===== src/rtl/uart_receiver.sv =====
// 8N1 UART receive path: two-flop synchronizer, mid-bit sampling FSM and a
// one-entry valid/ready holding register with framing-error and overrun pulses.
module uart_receiver #(
    parameter int CLKS_PER_BIT = 16
) (
    input  logic       clk,
    input  logic       rst,
    input  logic       rx,
    input  logic       rx_ready,
    output logic [7:0] rx_data,
    output logic       rx_valid,
    output logic       frame_err,
    output logic       overrun
);
    localparam int CW = (CLKS_PER_BIT > 1) ? $clog2(CLKS_PER_BIT) : 1;
    localparam logic [CW-1:0] HALF_M1 = CW'(CLKS_PER_BIT / 2 - 1);
    localparam logic [CW-1:0] FULL_M1 = CW'(CLKS_PER_BIT - 1);

    // state   | meaning
    // S_IDLE  | line idle, waiting for rx_s low
    // S_START | timing to the middle of the start bit
    // S_DATA  | sampling 8 data bits, LSB first
    // S_STOP  | sampling the stop bit, commit on high
    // S_BREAK | stop bit was low, wait for the line to return high
    typedef enum logic [2:0] {
        S_IDLE,
        S_START,
        S_DATA,
        S_STOP,
        S_BREAK
    } state_t;

    state_t        r_state;
    logic          r_sync1;
    logic          r_rx_s;
    logic [CW-1:0] r_cnt;
    logic [2:0]    r_bit_idx;
    logic [7:0]    r_sh;

    always_ff @(posedge clk or negedge rst) begin
        if (!rst) begin
            r_sync1 <= 1'b1;
            r_rx_s  <= 1'b1;
        end else begin
            r_sync1 <= rx;
            r_rx_s  <= r_sync1;
        end
    end

    always_ff @(posedge clk or negedge rst) begin
        if (!rst) begin
            r_state   <= S_IDLE;
            r_cnt     <= '0;
            r_bit_idx <= '0;
            r_sh      <= '0;
            rx_data   <= '0;
            rx_valid  <= 1'b0;
            frame_err <= 1'b0;
            overrun   <= 1'b0;
        end else begin
            frame_err <= 1'b0;
            overrun   <= 1'b0;
            if (rx_valid && rx_ready) begin
                rx_valid <= 1'b0;
            end

            case (r_state)
                S_IDLE: begin
                    if (!r_rx_s) begin
                        r_state <= S_START;
                        r_cnt   <= '0;
                    end
                end
                S_START: begin
                    if (r_cnt == HALF_M1) begin
                        r_cnt <= '0;
                        if (r_rx_s) begin
                            r_state <= S_IDLE;
                        end else begin
                            r_state   <= S_DATA;
                            r_bit_idx <= '0;
                        end
                    end else begin
                        r_cnt <= r_cnt + CW'(1);
                    end
                end
                S_DATA: begin
                    if (r_cnt == FULL_M1) begin
                        r_cnt     <= '0;
                        r_sh      <= {r_rx_s, r_sh[7:1]};
                        r_bit_idx <= r_bit_idx + 3'd1;
                        if (r_bit_idx == 3'd7) begin
                            r_state <= S_STOP;
                        end
                    end else begin
                        r_cnt <= r_cnt + CW'(1);
                    end
                end
                S_STOP: begin
                    if (r_cnt == FULL_M1) begin
                        r_cnt <= '0;
                        if (r_rx_s) begin
                            r_state <= S_IDLE;
                            // a full register being read on this same edge frees its slot
                            if (!rx_valid || rx_ready) begin
                                rx_data  <= r_sh;
                                rx_valid <= 1'b1;
                            end else begin
                                overrun <= 1'b1;
                            end
                        end else begin
                            r_state   <= S_BREAK;
                            r_sh      <= '0;
                            frame_err <= 1'b1;
                        end
                    end else begin
                        r_cnt <= r_cnt + CW'(1);
                    end
                end
                S_BREAK: begin
                    if (r_rx_s) begin
                        r_state <= S_IDLE;
                    end
                end
                default: begin
                    r_state <= S_IDLE;
                    r_cnt   <= '0;
                end
            endcase
        end
    end
endmodule


===== config.mk =====
export PLATFORM = sky130hd
export DESIGN_NAME = uart_receiver
export DESIGN_NICKNAME = d
export VERILOG_FILES = /design/src/rtl/uart_receiver.sv
export SDC_FILE = /design/constraint.sdc
export NUM_CORES = 1
export LEC_CHECK = 0
export CAP_MARGIN = 15
export CORE_MARGIN = 5
export CORE_UTILIZATION = 45
export CTS_CLUSTER_DIAMETER = 150
export DETAILED_ROUTE_END_ITERATION = 16
export PLACE_DENSITY = 0.71
export SETUP_SLACK_MARGIN = 0.3
export SLEW_MARGIN = 10
export SYNTH_ARGS = -nofsm -noshare
export SYNTH_HDL_FRONTEND = slang
export SYNTH_SLANG_ARGS = --single-unit

===== constraint.sdc =====
create_clock -name clk -period 3.2 [get_ports clk]
set_clock_uncertainty 0.2 [all_clocks]
set_input_delay 0.8 -clock clk [delete_from_list [all_inputs] [get_ports clk]]
set_output_delay 0.8 -clock clk [all_outputs]
set_load 0.03 [all_outputs]

==> impl.org <==
** CTS
- TritonCTS clock tree :: built
- Clock buffer depth :: 2
- The cell sitting at the root of the clock tree is a sky130_fd_sc_hd__clkbuf_4.
- For the worst-skew pair, the clock arrives at the later sink with an insertion delay of 0.33 ns.
- Clock tree synthesis inserted a total of 5 buffers.
- Count of hold-fix buffers inserted at cts :: 0
- Clock tree synthesis found a total of 31 sinks.
- In this run the post-CTS setup repair buffer count came out at 0.
- Clock transition at the register clock pins on the worst setup and hold paths after CTS :: 0.09 ns
- Once the clock tree was built, the resizer swapped 0 gates to a different size.
- H-tree level count :: 2

** Synthesis
- After Yosys synthesis, full adders, half adders and majority gates account for 2.67% of the synthesized area.
- Synthesized netlist net count :: 133
- Portion of the post-synthesis area used by sequential elements :: 55.3%
- Mux share of post-synthesis cell area :: 7.11%
- Summing the areas of all compound-gate instances in the mapped netlist gives 12.4% of the synthesized area.
- Avg Synthesized Cell Area :: 11.2 µm²
- The Yosys step of the flow raised 0 warnings.
- In the post-synthesis netlist, the biggest area contributors are sky130_fd_sc_hd__dfrtp_1 52%, sky130_fd_sc_hd__nand2_1 6.9%, sky130_fd_sc_hd__mux2_2 5.6%.
- Share of flip-flops with an asynchronous set or reset :: 100%
- Number of unique standard cell types used by synthesis :: 35
- EDFF count, synth :: 0
- Combinational family with the most area after synthesis :: simple AND/OR/NAND/NOR gates
- Synthesis handed over a netlist of 126 instances.
- Xor/xnor cell area share of the yosys netlist :: 0%
- Ys flop type :: sky130_fd_sc_hd__dfrtp_1
- After synthesis the cells add up to 1410 µm².
- Counting flops and latches in the post-synthesis netlist gives 31.
- After synthesis, the largest area contributor takes up 51.6% of total cell area.
- The biggest area contributor in the post-synthesis netlist is sky130_fd_sc_hd__dfrtp_1.
- Post-synthesis share of cell area spent on and, or, nand and nor gates :: 18.9%

** Setup path
- Setup Crit Path Kind :: reg -> out
- Crit Path Max Fanout :: 2
- Among cell families on the critical path, the largest total delay comes from buffers and inverters.
- The slowest stage of the critical path belongs to the cell sky130_fd_sc_hd__clkdlybuf4s50_1.
- Crit-path max cell delay :: 0.67 ns
- Series of cell instances along the critical path :: clkdlybuf4s50_1
- Startpoint class of the critical path :: flip-flop
- STA classifies the critical path endpoint as an output port.
- STA puts the critical path data arrival time at 1.37 ns.
- Data required time at the worst endpoint :: 2.20 ns
- The number of buffers and inverters on the critical path is 1.

** Floorplanning
- For this design the top-level I/O count stands at 15.
- Horizontal die dimension :: 65.9 µm
- Starting Density :: 46.5%
- The core region is 3030 µm².
- Die Outline Area :: 4350 µm²
- From bottom edge to top edge, the die measures 65.9 µm.
- Number of placement rows :: 20

** Finish
- Layout net count :: 149
- End-of-flow core utilization :: 54.3%
- From synthesis to final layout, the design area changed by 16.7%.
- The count of cells in the finished layout, fillers not included, comes to 187.
- In the final layout, the share of cells above drive strength 1 is 18.2%.
- The repair_antennas step left the layout with diodes totalling 0.
- Commonest non-fill, non-tap cell in the layout :: sky130_fd_sc_hd__dfrtp_1
- Most frequent cells in the layout :: 29 x sky130_fd_sc_hd__dfrtp_1, 26 x sky130_fd_sc_hd__nand2_1, 14 x sky130_fd_sc_hd__clkdlybuf4s50_1

** Place
- # placed instances :: 179
- Timing analysis after detailed placement gives a worst setup slack of 0.939 ns.
- Port bufs :: 14
- Detailed placement finished with a half-perimeter wire length of 1.68 mm.
- Final weighted congestion of routability-driven global placement :: 0.782

** Power and ir drop
- Leakage dissipation :: 0.712 nW
- Total power per unit cell area :: 580 nW/µm²
- VDD IR max :: 0.300 mV

** Timing
- Total Neg Setup Slack :: 0 ns
- Derived from the worst setup path, the maximum achievable clock frequency is 423 MHz.
- The number of failing hold endpoints at the final stage came to 0.
- Setup repair after global routing left no endpoint under its margin.
- Slew @ Worst Pin :: 0.456 ns
- Total of endpoints with negative setup slack in the final report :: 0
- The final number of max-transition violations came to 0.
- Final setup slack of the worst path :: 0.834 ns
- Crit share post-route :: 73.9%
- Max transition margin :: 69.6%
- The smallest clock period supported by the final layout is computed as 2.37 ns.

** Global route
- The number of global-route vias before repair was 969.
- Global routing used 13.2% of the available tracks.
- Wire length of the first global-routing pass :: 4.28 mm
- Entering global routing, the biggest net connects 32 pins.
- The total overflow left after global routing is 0.
- Initial antenna violation count :: 0

** Detailed routing
- Mean routed wirelength per cell :: 12.7 µm
- Drt total wl :: 2.38 mm
- Count of TritonRoute iterations in the first routing pass :: 4
- Vias per Instance :: 5.11
- DR vias :: 956
- Post-route DRC violation count :: 0
- DRT iter0 DRCs :: 40
- Remaining number of nets flagged by the antenna check after routing :: 0

** Status
- The flow ran to the end, and the final reports show no timing, DRC or antenna violations.

** Worst hold path
- In this run the worst hold path is classified as reg -> reg.

** Job
- Reported max-cap violation count :: 0
-- per-stage QoR --
stage                     cell area (µm²)  power [W]  hold WS, ns
final                                1640   0.000953        0.163
after floorplan                      1410   0.000660        0.145
after detailed placement             1570   0.000710        0.149
after CTS                            1640   0.000965        0.165
after global routing                 1640    0.00102        0.169
after global placement               1570   0.000696        0.148
-- cell type report --
class                           instances  area (µm²)
Sequential cell                        31         778
Clock buffer                            8        68.8
Timing Repair Buffer                   15         148
Fill cell                             264        1390
Inverter                                4        15.0
Tap cell                               44        55.1
Multi-Input combinational cell         85         578
-- per-layer routing --
metal / GRT usage (%) / up-vias / routed length (µm)
met5: 0 / - / 0
met4: 6.85 / 0 / 77
met3: 5.27 / 7 / 76
met2: 19.6 / 18 / 1080
met1: 16.4 / 455 / 1140
li1: - / 476 / -
-- power by group --
part,internal (W),switching [W],total [W]
clock network,0.000129,0.000124,0.000253
registers,0.000434,0.0000667,0.000501
logic,0.0000805,0.000118,0.000199
total,0.000644,0.000309,0.000953
-- logic make-up (layout without fill, tap and decap cells) --
logic type | after synthesis | after routing
AOI/OAI and AO/OA | 25 | 25
adders and majority gates | 3 | 3
buffers and inverters | 10 | 27
DFF | 31 | 31
muxes | 9 | 9
and+or+nand+nor | 48 | 48
-- sequential cells by signal, indices dropped and copies added (netlist names) --
signal and cells:
rx_valid 1, rx_data 8, r_sync1 1, r_state 3
r_cnt 4, r_sh 8, r_rx_s 1, frame_err 1
r_bit_idx 3, overrun 1
-- Yosys cell counts (all sizes together) (2+ instances only) --
library cell / number
a211o: 2
a21oi: 2
a221oi: 2
buf: 4
clkbuf: 2
dfrtp: 29
dfstp: 2
ha: 3
inv: 4
mux2: 8
nand2: 26
nand2b: 3
nand3: 3
nand3b: 2
nand4b: 2
nor2: 5
nor3: 4
o21ai: 14
-- worst paths after layout --
check | start | endpoint | slack (ns) | cells after the start
max in group asynchronous | rst | r_sync1$_DFF_PN1_ | 1.84 | 2
min in group asynchronous | rst | r_cnt[0]$_DFFE_PN0P_ | 0.65 | 2
min reg2reg | r_sync1$_DFF_PN1_ | r_rx_s$_DFF_PN1_ | 0.16 | 0
min | r_sync1$_DFF_PN1_ | r_rx_s$_DFF_PN1_ | 0.16 | 0
max | rx_data[3]$_DFFE_PN0P_ | rx_data[3] | 0.83 | 1
max reg2reg | r_cnt[0]$_DFFE_PN0P_ | r_sh[2]$_DFFE_PN0P_ | 1.25 | 5
(Power assumes the default switching activity.)
